[src/rtl/rpc2_ctrl_resp_router_if.sv]
// Bundle between the arbiter/controller core (master side) and the response
// router (slave side): issue record, response stream and the two port outputs.
interface rpc2_ctrl_resp_router_if #(
    parameter int DATA_W = 32
);
    logic              push_valid;
    logic              push_sel;
    logic              push_ready;

    logic              rsp_valid;
    logic [DATA_W-1:0] rsp_data;
    logic              rsp_last;
    logic              rsp_ready;

    logic              out0_valid;
    logic [DATA_W-1:0] out0_data;
    logic              out0_last;
    logic              out0_ready;

    logic              out1_valid;
    logic [DATA_W-1:0] out1_data;
    logic              out1_last;
    logic              out1_ready;

    modport master (
        output push_valid, push_sel,
        input  push_ready,
        output rsp_valid, rsp_data, rsp_last,
        input  rsp_ready,
        input  out0_valid, out0_data, out0_last,
        output out0_ready,
        input  out1_valid, out1_data, out1_last,
        output out1_ready
    );

    modport slave (
        input  push_valid, push_sel,
        output push_ready,
        input  rsp_valid, rsp_data, rsp_last,
        output rsp_ready,
        output out0_valid, out0_data, out0_last,
        input  out0_ready,
        output out1_valid, out1_data, out1_last,
        input  out1_ready
    );
endinterface

[src/rtl/rpc2_ctrl_resp_router.sv]
// Routes response beats from the controller core back to the port that issued
// the request, using an in-order FIFO of 1-bit port selectors.
module rpc2_ctrl_resp_router #(
    parameter int DEPTH  = 4,
    parameter int DATA_W = 32
) (
    input  logic                   clk,
    input  logic                   rst_n,
    rpc2_ctrl_resp_router_if.slave bus,
    output logic [$clog2(DEPTH):0] outstanding,
    output logic                   err_unexpected,
    input  logic                   err_clr
);
    localparam int PTR_W = $clog2(DEPTH);
    localparam int CNT_W = PTR_W + 1;

    typedef logic [PTR_W-1:0] ptr_t;
    typedef logic [CNT_W-1:0] cnt_t;

    logic [DEPTH-1:0]  fifo_q, fifo_d;
    ptr_t              wr_ptr_q, wr_ptr_d;
    ptr_t              rd_ptr_q, rd_ptr_d;
    cnt_t              count_q, count_d;
    logic              err_q, err_d;

    logic              full;
    logic              empty;
    logic              head;
    logic              do_push;
    logic              do_pop;
    logic [DATA_W-1:0] rsp_data;

    // Emptiness is judged on registered occupancy, so an entry written this
    // cycle cannot steer a beat until the next one.
    assign full     = (count_q == cnt_t'(DEPTH));
    assign empty    = (count_q == '0);
    assign head     = fifo_q[rd_ptr_q];
    assign rsp_data = bus.rsp_data;

    assign bus.push_ready = !full;
    assign bus.out0_valid = !empty && bus.rsp_valid && !head;
    assign bus.out1_valid = !empty && bus.rsp_valid &&  head;
    assign bus.rsp_ready  = !empty && (head ? bus.out1_ready : bus.out0_ready);
    assign bus.out0_data  = rsp_data;
    assign bus.out1_data  = rsp_data;
    assign bus.out0_last  = bus.rsp_last;
    assign bus.out1_last  = bus.rsp_last;

    assign do_push = bus.push_valid && !full;
    assign do_pop  = bus.rsp_valid && bus.rsp_ready && bus.rsp_last;

    always_comb begin
        // NOTE: every signal gets its hold value first so no path leaves it unassigned and no latch is inferred.
        fifo_d   = fifo_q;
        wr_ptr_d = wr_ptr_q;
        rd_ptr_d = rd_ptr_q;
        count_d  = count_q;

        if (do_push) begin
            fifo_d[wr_ptr_q] = bus.push_sel;
            wr_ptr_d         = wr_ptr_q + ptr_t'(1);
        end
        if (do_pop) begin
            rd_ptr_d = rd_ptr_q + ptr_t'(1);
        end

        unique case ({do_push, do_pop})
            2'b10:   count_d = count_q + cnt_t'(1);
            2'b01:   count_d = count_q - cnt_t'(1);
            default: count_d = count_q;
        endcase

        // A stray beat wins over a same-cycle clear so it is never lost.
        err_d = (bus.rsp_valid && empty) || (err_q && !err_clr);
    end

    // NOTE: sequential state uses non-blocking assignments so every flop samples pre-edge values.
    always_ff @(posedge clk or negedge rst_n) begin
        if (!rst_n) begin
            wr_ptr_q <= '0;
            rd_ptr_q <= '0;
            count_q  <= '0;
            err_q    <= 1'b0;
        end else begin
            wr_ptr_q <= wr_ptr_d;
            rd_ptr_q <= rd_ptr_d;
            count_q  <= count_d;
            err_q    <= err_d;
        end
    end

    // NOTE: selector storage is not reset; zero occupancy already makes stale entries unreachable.
    always_ff @(posedge clk) begin
        fifo_q <= fifo_d;
    end

    assign outstanding    = count_q;
    assign err_unexpected = err_q;

endmodule

[src/flat_wrapper.sv]
// flat-port wrapper written by rule: the top's interface ports become plain ports
module rpc2_ctrl_resp_router_flat 
#(
    parameter int DEPTH  = 4,
    parameter int DATA_W = 32
)
  (clk, rst_n, outstanding, err_unexpected, err_clr, bus_push_valid, bus_push_sel, bus_push_ready, bus_rsp_valid, bus_rsp_data, bus_rsp_last, bus_rsp_ready, bus_out0_valid, bus_out0_data, bus_out0_last, bus_out0_ready, bus_out1_valid, bus_out1_data, bus_out1_last, bus_out1_ready);
  rpc2_ctrl_resp_router_if #(.DATA_W(DATA_W)) bus_i ();
  input  logic clk;
  input  logic rst_n;
  output logic [$clog2(DEPTH):0] outstanding;
  output logic err_unexpected;
  input  logic err_clr;
  input wire logic [$bits(bus_i.push_valid)-1:0] bus_push_valid;
  input wire logic [$bits(bus_i.push_sel)-1:0] bus_push_sel;
  output wire logic [$bits(bus_i.push_ready)-1:0] bus_push_ready;
  input wire logic [$bits(bus_i.rsp_valid)-1:0] bus_rsp_valid;
  input wire logic [$bits(bus_i.rsp_data)-1:0] bus_rsp_data;
  input wire logic [$bits(bus_i.rsp_last)-1:0] bus_rsp_last;
  output wire logic [$bits(bus_i.rsp_ready)-1:0] bus_rsp_ready;
  output wire logic [$bits(bus_i.out0_valid)-1:0] bus_out0_valid;
  output wire logic [$bits(bus_i.out0_data)-1:0] bus_out0_data;
  output wire logic [$bits(bus_i.out0_last)-1:0] bus_out0_last;
  input wire logic [$bits(bus_i.out0_ready)-1:0] bus_out0_ready;
  output wire logic [$bits(bus_i.out1_valid)-1:0] bus_out1_valid;
  output wire logic [$bits(bus_i.out1_data)-1:0] bus_out1_data;
  output wire logic [$bits(bus_i.out1_last)-1:0] bus_out1_last;
  input wire logic [$bits(bus_i.out1_ready)-1:0] bus_out1_ready;
  assign bus_i.push_valid = bus_push_valid;
  assign bus_i.push_sel = bus_push_sel;
  assign bus_push_ready = bus_i.push_ready;
  assign bus_i.rsp_valid = bus_rsp_valid;
  assign bus_i.rsp_data = bus_rsp_data;
  assign bus_i.rsp_last = bus_rsp_last;
  assign bus_rsp_ready = bus_i.rsp_ready;
  assign bus_out0_valid = bus_i.out0_valid;
  assign bus_out0_data = bus_i.out0_data;
  assign bus_out0_last = bus_i.out0_last;
  assign bus_i.out0_ready = bus_out0_ready;
  assign bus_out1_valid = bus_i.out1_valid;
  assign bus_out1_data = bus_i.out1_data;
  assign bus_out1_last = bus_i.out1_last;
  assign bus_i.out1_ready = bus_out1_ready;
  rpc2_ctrl_resp_router #(.DEPTH(DEPTH), .DATA_W(DATA_W)) u_core (.clk(clk), .rst_n(rst_n), .bus(bus_i), .outstanding(outstanding), .err_unexpected(err_unexpected), .err_clr(err_clr));
endmodule
[config.mk]
export PLATFORM = sky130hd
export DESIGN_NAME = rpc2_ctrl_resp_router_flat
export DESIGN_NICKNAME = d
export VERILOG_FILES = /design/src/rtl/rpc2_ctrl_resp_router_if.sv /design/src/rtl/rpc2_ctrl_resp_router.sv /design/src/flat_wrapper.sv
export SDC_FILE = /design/constraint.sdc
export NUM_CORES = 1
export LEC_CHECK = 0
export CORE_UTILIZATION = 30
export CTS_CLUSTER_DIAMETER = 60
export DETAILED_ROUTE_END_ITERATION = 12
export GPL_ROUTABILITY_DRIVEN = 0
export PLACE_DENSITY = 0.84
export SYNTH_ARGS = -nofsm -noshare
export SYNTH_HDL_FRONTEND = slang
export SYNTH_SLANG_ARGS = --single-unit
[constraint.sdc]
create_clock -name clk -period 3 [get_ports clk]
set_input_delay 0.75 -clock clk [delete_from_list [all_inputs] [get_ports clk]]
set_output_delay 0.75 -clock clk [all_outputs]
set_load 0.02 [all_outputs]
### Word level (Yosys, flattened, before mapping)

Index checks and enable logic that the tools add are counted.

| storage, ports and cells | value |
|---|---|
| flip-flop bits (word level) | 12 |
| output and inout port bits | 74 |

| operators by class | value |
|---|---|
| add/sub/neg operators | 4 |
| magnitude comparators | 3 |
| equal/unequal tests | 3 |
| mux-type cells | 7 |
| reduce and logical (&&, ||, !) cells | 17 |

Operator list:

| cell | number |
|---|---|
| $logic_and A1 B1 Y1 | 10 |
| $lt A2 B3 Y1 const B | 2 |
| $pmux W3 S2 | 1 |
| $add A2 B1 Y2 const B | 2 |
| $bwmux W4 | 1 |
| $logic_not A1 Y1 | 4 |
| $add A3 B1 Y3 const B | 1 |
| $eq A3 B3 Y1 const B | 1 |
| $logic_not A3 Y1 | 1 |
| $mux W1 | 3 |
| $sub A3 B1 Y3 const B | 1 |
| $bmux W1 S2 | 1 |
| $demux W1 S2 | 1 |
| $eq A2 B1 Y1 const B | 1 |
| $eq A2 B2 Y1 const B | 1 |
| $ge A2 B1 Y1 const B | 1 |
| $reduce_bool A2 Y1 | 1 |
| $logic_or A1 B1 Y1 | 1 |

### Logic depth before layout (Yosys ltp)

| logic depth | value |
|---|---|
| depth in word-level cells | 8 |
| mapped depth | 10 |

### Least setup slack after synthesis

No wires, ideal clock.

| path | value |
|---|---|
| path kind | reg-to-reg |
| from | register u_core.count_q[0], in the netlist u_core.outstanding[0] |
| to | register u_core.count_q[2], in the netlist u_core.outstanding[2] |
| data arrival time | 2.044 ns |
| required time | 2.920 ns |
| slack | 0.876 ns |
| stages on the path, launching flop included | 11 |
| clock period less this slack | 2.124 ns |
| cell sequence | dfrtp_1 > inv_1 > nand3_2 > and2_1 > inv_1 > ha_1 > inv_1 > fa_1 > xor2_1 > nor2_1 > xor2_1 |

RTL lines:

| item | RTL line | source |
|---|---|---|
| from (decl) | rpc2_ctrl_resp_router.sv:23 | `cnt_t count_q, count_d;` |
| from (signal assigned) | rpc2_ctrl_resp_router.sv:87 | `count_q <= count_d;` |
| $eq A3 B3 Y1 * | rpc2_ctrl_resp_router.sv:35 | `assign full = (count_q == cnt_t'(DEPTH));` |
| $logic_not A1 Y1 * | - |  |
| named net bus_push_ready | flat_wrapper.sv:16 | `output wire logic [$bits(bus_i.push_ready)-1:0] bus_push_ready;` |
| $logic_and A1 B1 Y1 * | rpc2_ctrl_resp_router.sv:49 | `assign do_push = bus.push_valid && !full;` |
| $eq A2 B1 Y1 or $eq A2 B2 Y1 (tied branches) | rpc2_ctrl_resp_router.sv:67 | `unique case ({do_push, do_pop})` |
| $pmux W3 S2 or $reduce_bool A2 Y1 (tied branches) | - |  |

The timed path passes the listed nets; every way through them passes the cells marked *.
A chain may end at the register's enable or synchronous reset.

### Worst setup path after layout

| path | value |
|---|---|
| from | input port bus_out1_ready |
| to | output port bus_rsp_ready |

| between the ends | value |
|---|---|
| word-level cells in the longest chain between the ends | 2 |

RTL lines:

| item | RTL line | source |
|---|---|---|
| from (decl) | flat_wrapper.sv:28 | `input wire logic [$bits(bus_i.out1_ready)-1:0] bus_out1_ready;` |
| $mux W1 | rpc2_ctrl_resp_router.sv:43 | `assign bus.rsp_ready = !empty && (head ? bus.out1_ready : bus.out0_ready);` |
| $logic_and A1 B1 Y1 | rpc2_ctrl_resp_router.sv:43 |  |
| to (decl) | flat_wrapper.sv:20 | `output wire logic [$bits(bus_i.rsp_ready)-1:0] bus_rsp_ready;` |

Every way passes these cells.

==> results.md <==
- Status: completed
- Fmax: 351 MHz
- Netlist cell types: 21
- Number of DRC markers in iteration 0: 16
- Area post-placement: 916 µm²
- CTS Hold Bufs: 0
- Final min period: 2850 ps
- Switching share of power: 37.7%
- Total CTS buffers: 3
- Die Area: 4160 µm²
- Final setup violation count: 0
- Most numerous cell in the Yosys netlist: buf_4
- Yosys top cell area share: a little over two fifths
- CP max FO: 3
- Post-synth EDFFs: 4
- RSZ-0062 raised after global routing: no
- Synth Flop Type: dfrtp_1
- Sw power: 0.000343 W
- Detailed-route via count: between 400 and 500
- Layout cell share with drive strength beyond 1: 10.0%
- Initial core utilization: 31.5%
- CTS H-Tree Depth: 1
- Largest net degree at the start of global routing: 9
- CP Launch Type: input pin
- Critical path cell sequence: clkdlybuf4s50_1 -> mux2i_1 -> nor2_1 -> clkdlybuf4s50_1
- Combinational cell fraction of total power: 47.4%
- # resized after CTS: 0
- Critical path data arrival time: 2100 ps
- Reg power frac: around a third
- Total core area: 3720 µm²
- Routed wire per std cell: 11.4 µm
- Remaining antenna violation count after routing: 0
- Crit path max-delay family: buffers and inverters
- WP data required: roughly 2300 ps
- Num rows: 22
- Vias per inst: roughly 3.7
- Final core utilization: 26.1%
- Flops & latches, synth: 12
- Least-Margin Pin Slew: about 380 ps
- Max VDD drop: 0.000358 V
- Crit path largest cell delay: 610 ps
- Design area: 971 µm²
- Dominant cells by area after synthesis: buf_4, dfrtp_1, edfxtp_1
- Final Hold Violating Endpoints: 0
- Synth-to-layout area growth: -17.1%
- Gate Count Post-Synth: roughly 120
- Cell area after synthesis: 1170 µm²
- CTS clk-pin slew, worst paths: 60 ps
- Rel. slew slack: 74.8%
- Most frequent CP cell: clkdlybuf4s50_1
- Port bufs: 18
- Clock Tree Root: clkbuf_8
- CP Class: input pin to output port
- Synth Warn #: 0
- PD cells: 938 nW/µm²
- Grt total ovfl: 0
- Cell taking the most area after synthesis: buf_4
- Final Max Slew Viols: 0
- Final wirelength: 1.46 mm
- First-pass GRT wire length: around 2.4 mm
- CTS tree: done
- Mean Syn Cell Area: about 9.4 µm²
- Clock tree sinks: 12
- Crit path capture type: output port
- # DRC: 0
- Fin Hold WS: 535 ps
- Height of the die: roughly 64 µm
- Boundary pin count: about 120
- Leak Pwr: roughly 0.42 nW
- Ys async rst share: around two thirds
- Initial antenna violation count: 0
- Net count, final: between 100 and 150
- Worst skew pair latency: 240 ps
- Clock Tree Buf Depth: 2
- Total of max-cap violations: 0
- Hold Crit Class: register to register
- Setup TNS: 0 ps
- WP buf/inv: 2
- Sequential fraction of the synthesis area: 27.4%
- Tot GR Track Use: about 8%
- # diodes: 0
- Net count after synthesis: about 170
- FILL cells: 401
- P_int: about 0.00057 W
- Chip Width: between 60 and 70 µm
- Setup bufs post-CTS: 0
- Fin crit share: 94.9%
- CP max stage cell: clkdlybuf4s50_1
- Router iterations before antenna repair: 2
- Number of global-route vias before repair: ~520
- Commonest cells post-synth: buf_4, dfrtp_1, inv_1, mux2i_1, ha_1
- Clk network pwr share: 19.5%
- Setup Skew: about 4.6 ps
## cell families after synthesis
group | synth area share, %
buffers and inverters | 44.6
XOR/XNOR | 3.74
multiplexers | 6.94
AND/OR/NAND/NOR | 8.87
adder cells (fa/ha/maj) | 7.05
flip-flops | 27.4
AO/OA/AOI/OAI | 1.50
## path summary, 6_finish.rpt
path,startpoint,to,slack [ps],depth (start not counted)
worst max-delay path,bus_out1_ready,bus_rsp_ready,150,4
worst min register to register,u_core.rd_ptr_q[1],u_core.rd_ptr_q[1],540,1
worst min-delay path,u_core.rd_ptr_q[1],u_core.rd_ptr_q[1],540,1
min in group asynchronous,rst_n,u_core.wr_ptr_q[0],790,1
worst max register to register,u_core.rd_ptr_q[1],u_core.outstanding[2],640,10
max in group asynchronous,rst_n,u_core.wr_ptr_q[1],1940,1
## metrics by stage
step,worst slack [ps],power [W],cells
final,153,0.000911,128
after global routing,44.0,0.000981,128
after CTS,137,0.000925,128
after detailed placement,142,0.000739,124
after global placement,148,0.000729,124
after floorplan,876,0.000698,124
## sequential cells by signal, summed over array words and instances (netlist names)
register               count
u_core.err_unexpected      1
u_core.rd_ptr_q            2
u_core.wr_ptr_q            2
u_core.fifo_q              4
u_core.outstanding         3
## placed cells by master (no fill, tap or decap), drive strengths merged
| master | n |
|---|---|
| nor3 | 1 |
| clkbuf | 4 |
| mux2i | 7 |
| inv | 7 |
| nand3 | 2 |
| o21ai | 2 |
| or3 | 1 |
| and3 | 4 |
| dfrtp | 8 |
| mux2 | 1 |
| nor3b | 1 |
| nor2b | 1 |
| ha | 5 |
| xnor2 | 2 |
| clkdlybuf4s50 | 18 |
| edfxtp | 4 |
| and2 | 1 |
| fa | 1 |
| nor2 | 4 |
| xor2 | 3 |
| nand2 | 2 |
| o31ai | 1 |
## layer usage
layer	part of all wire [%]	GRT usage, %	vias up
met5	0	0	-
met1	42	8.59	219
met2	46	10.7	11
met3	9.0	3.52	8
met4	2.7	8.61	0
li1	-	-	238
## power by group through the flow
stage	sequential, W	combinational [W]	clock (W)
3_3_place_gp	0.000300	0.000430	0
5_1_grt	0.000313	0.000476	0.000192
2_1_floorplan	0.000322	0.000375	0
4_1_cts	0.000302	0.000439	0.000184
6_report	0.000301	0.000432	0.000178
3_5_place_dp	0.000305	0.000434	0
## final cells by class
| class | count | area, µm² | area share (%) |
|---|---|---|---|
| multi-input cells | 39 | 329 | 33.9 |
| inverters | 7 | 26.3 | 2.71 |
| repair buffers | 18 | 180 | 18.6 |
| well taps | 48 | 60.1 | 6.19 |
| flip-flops and latches | 12 | 320 | 33.0 |
| clock buffers | 4 | 55.1 | 5.67 |
No activity file was read; power rests on OpenSTA's default activity.
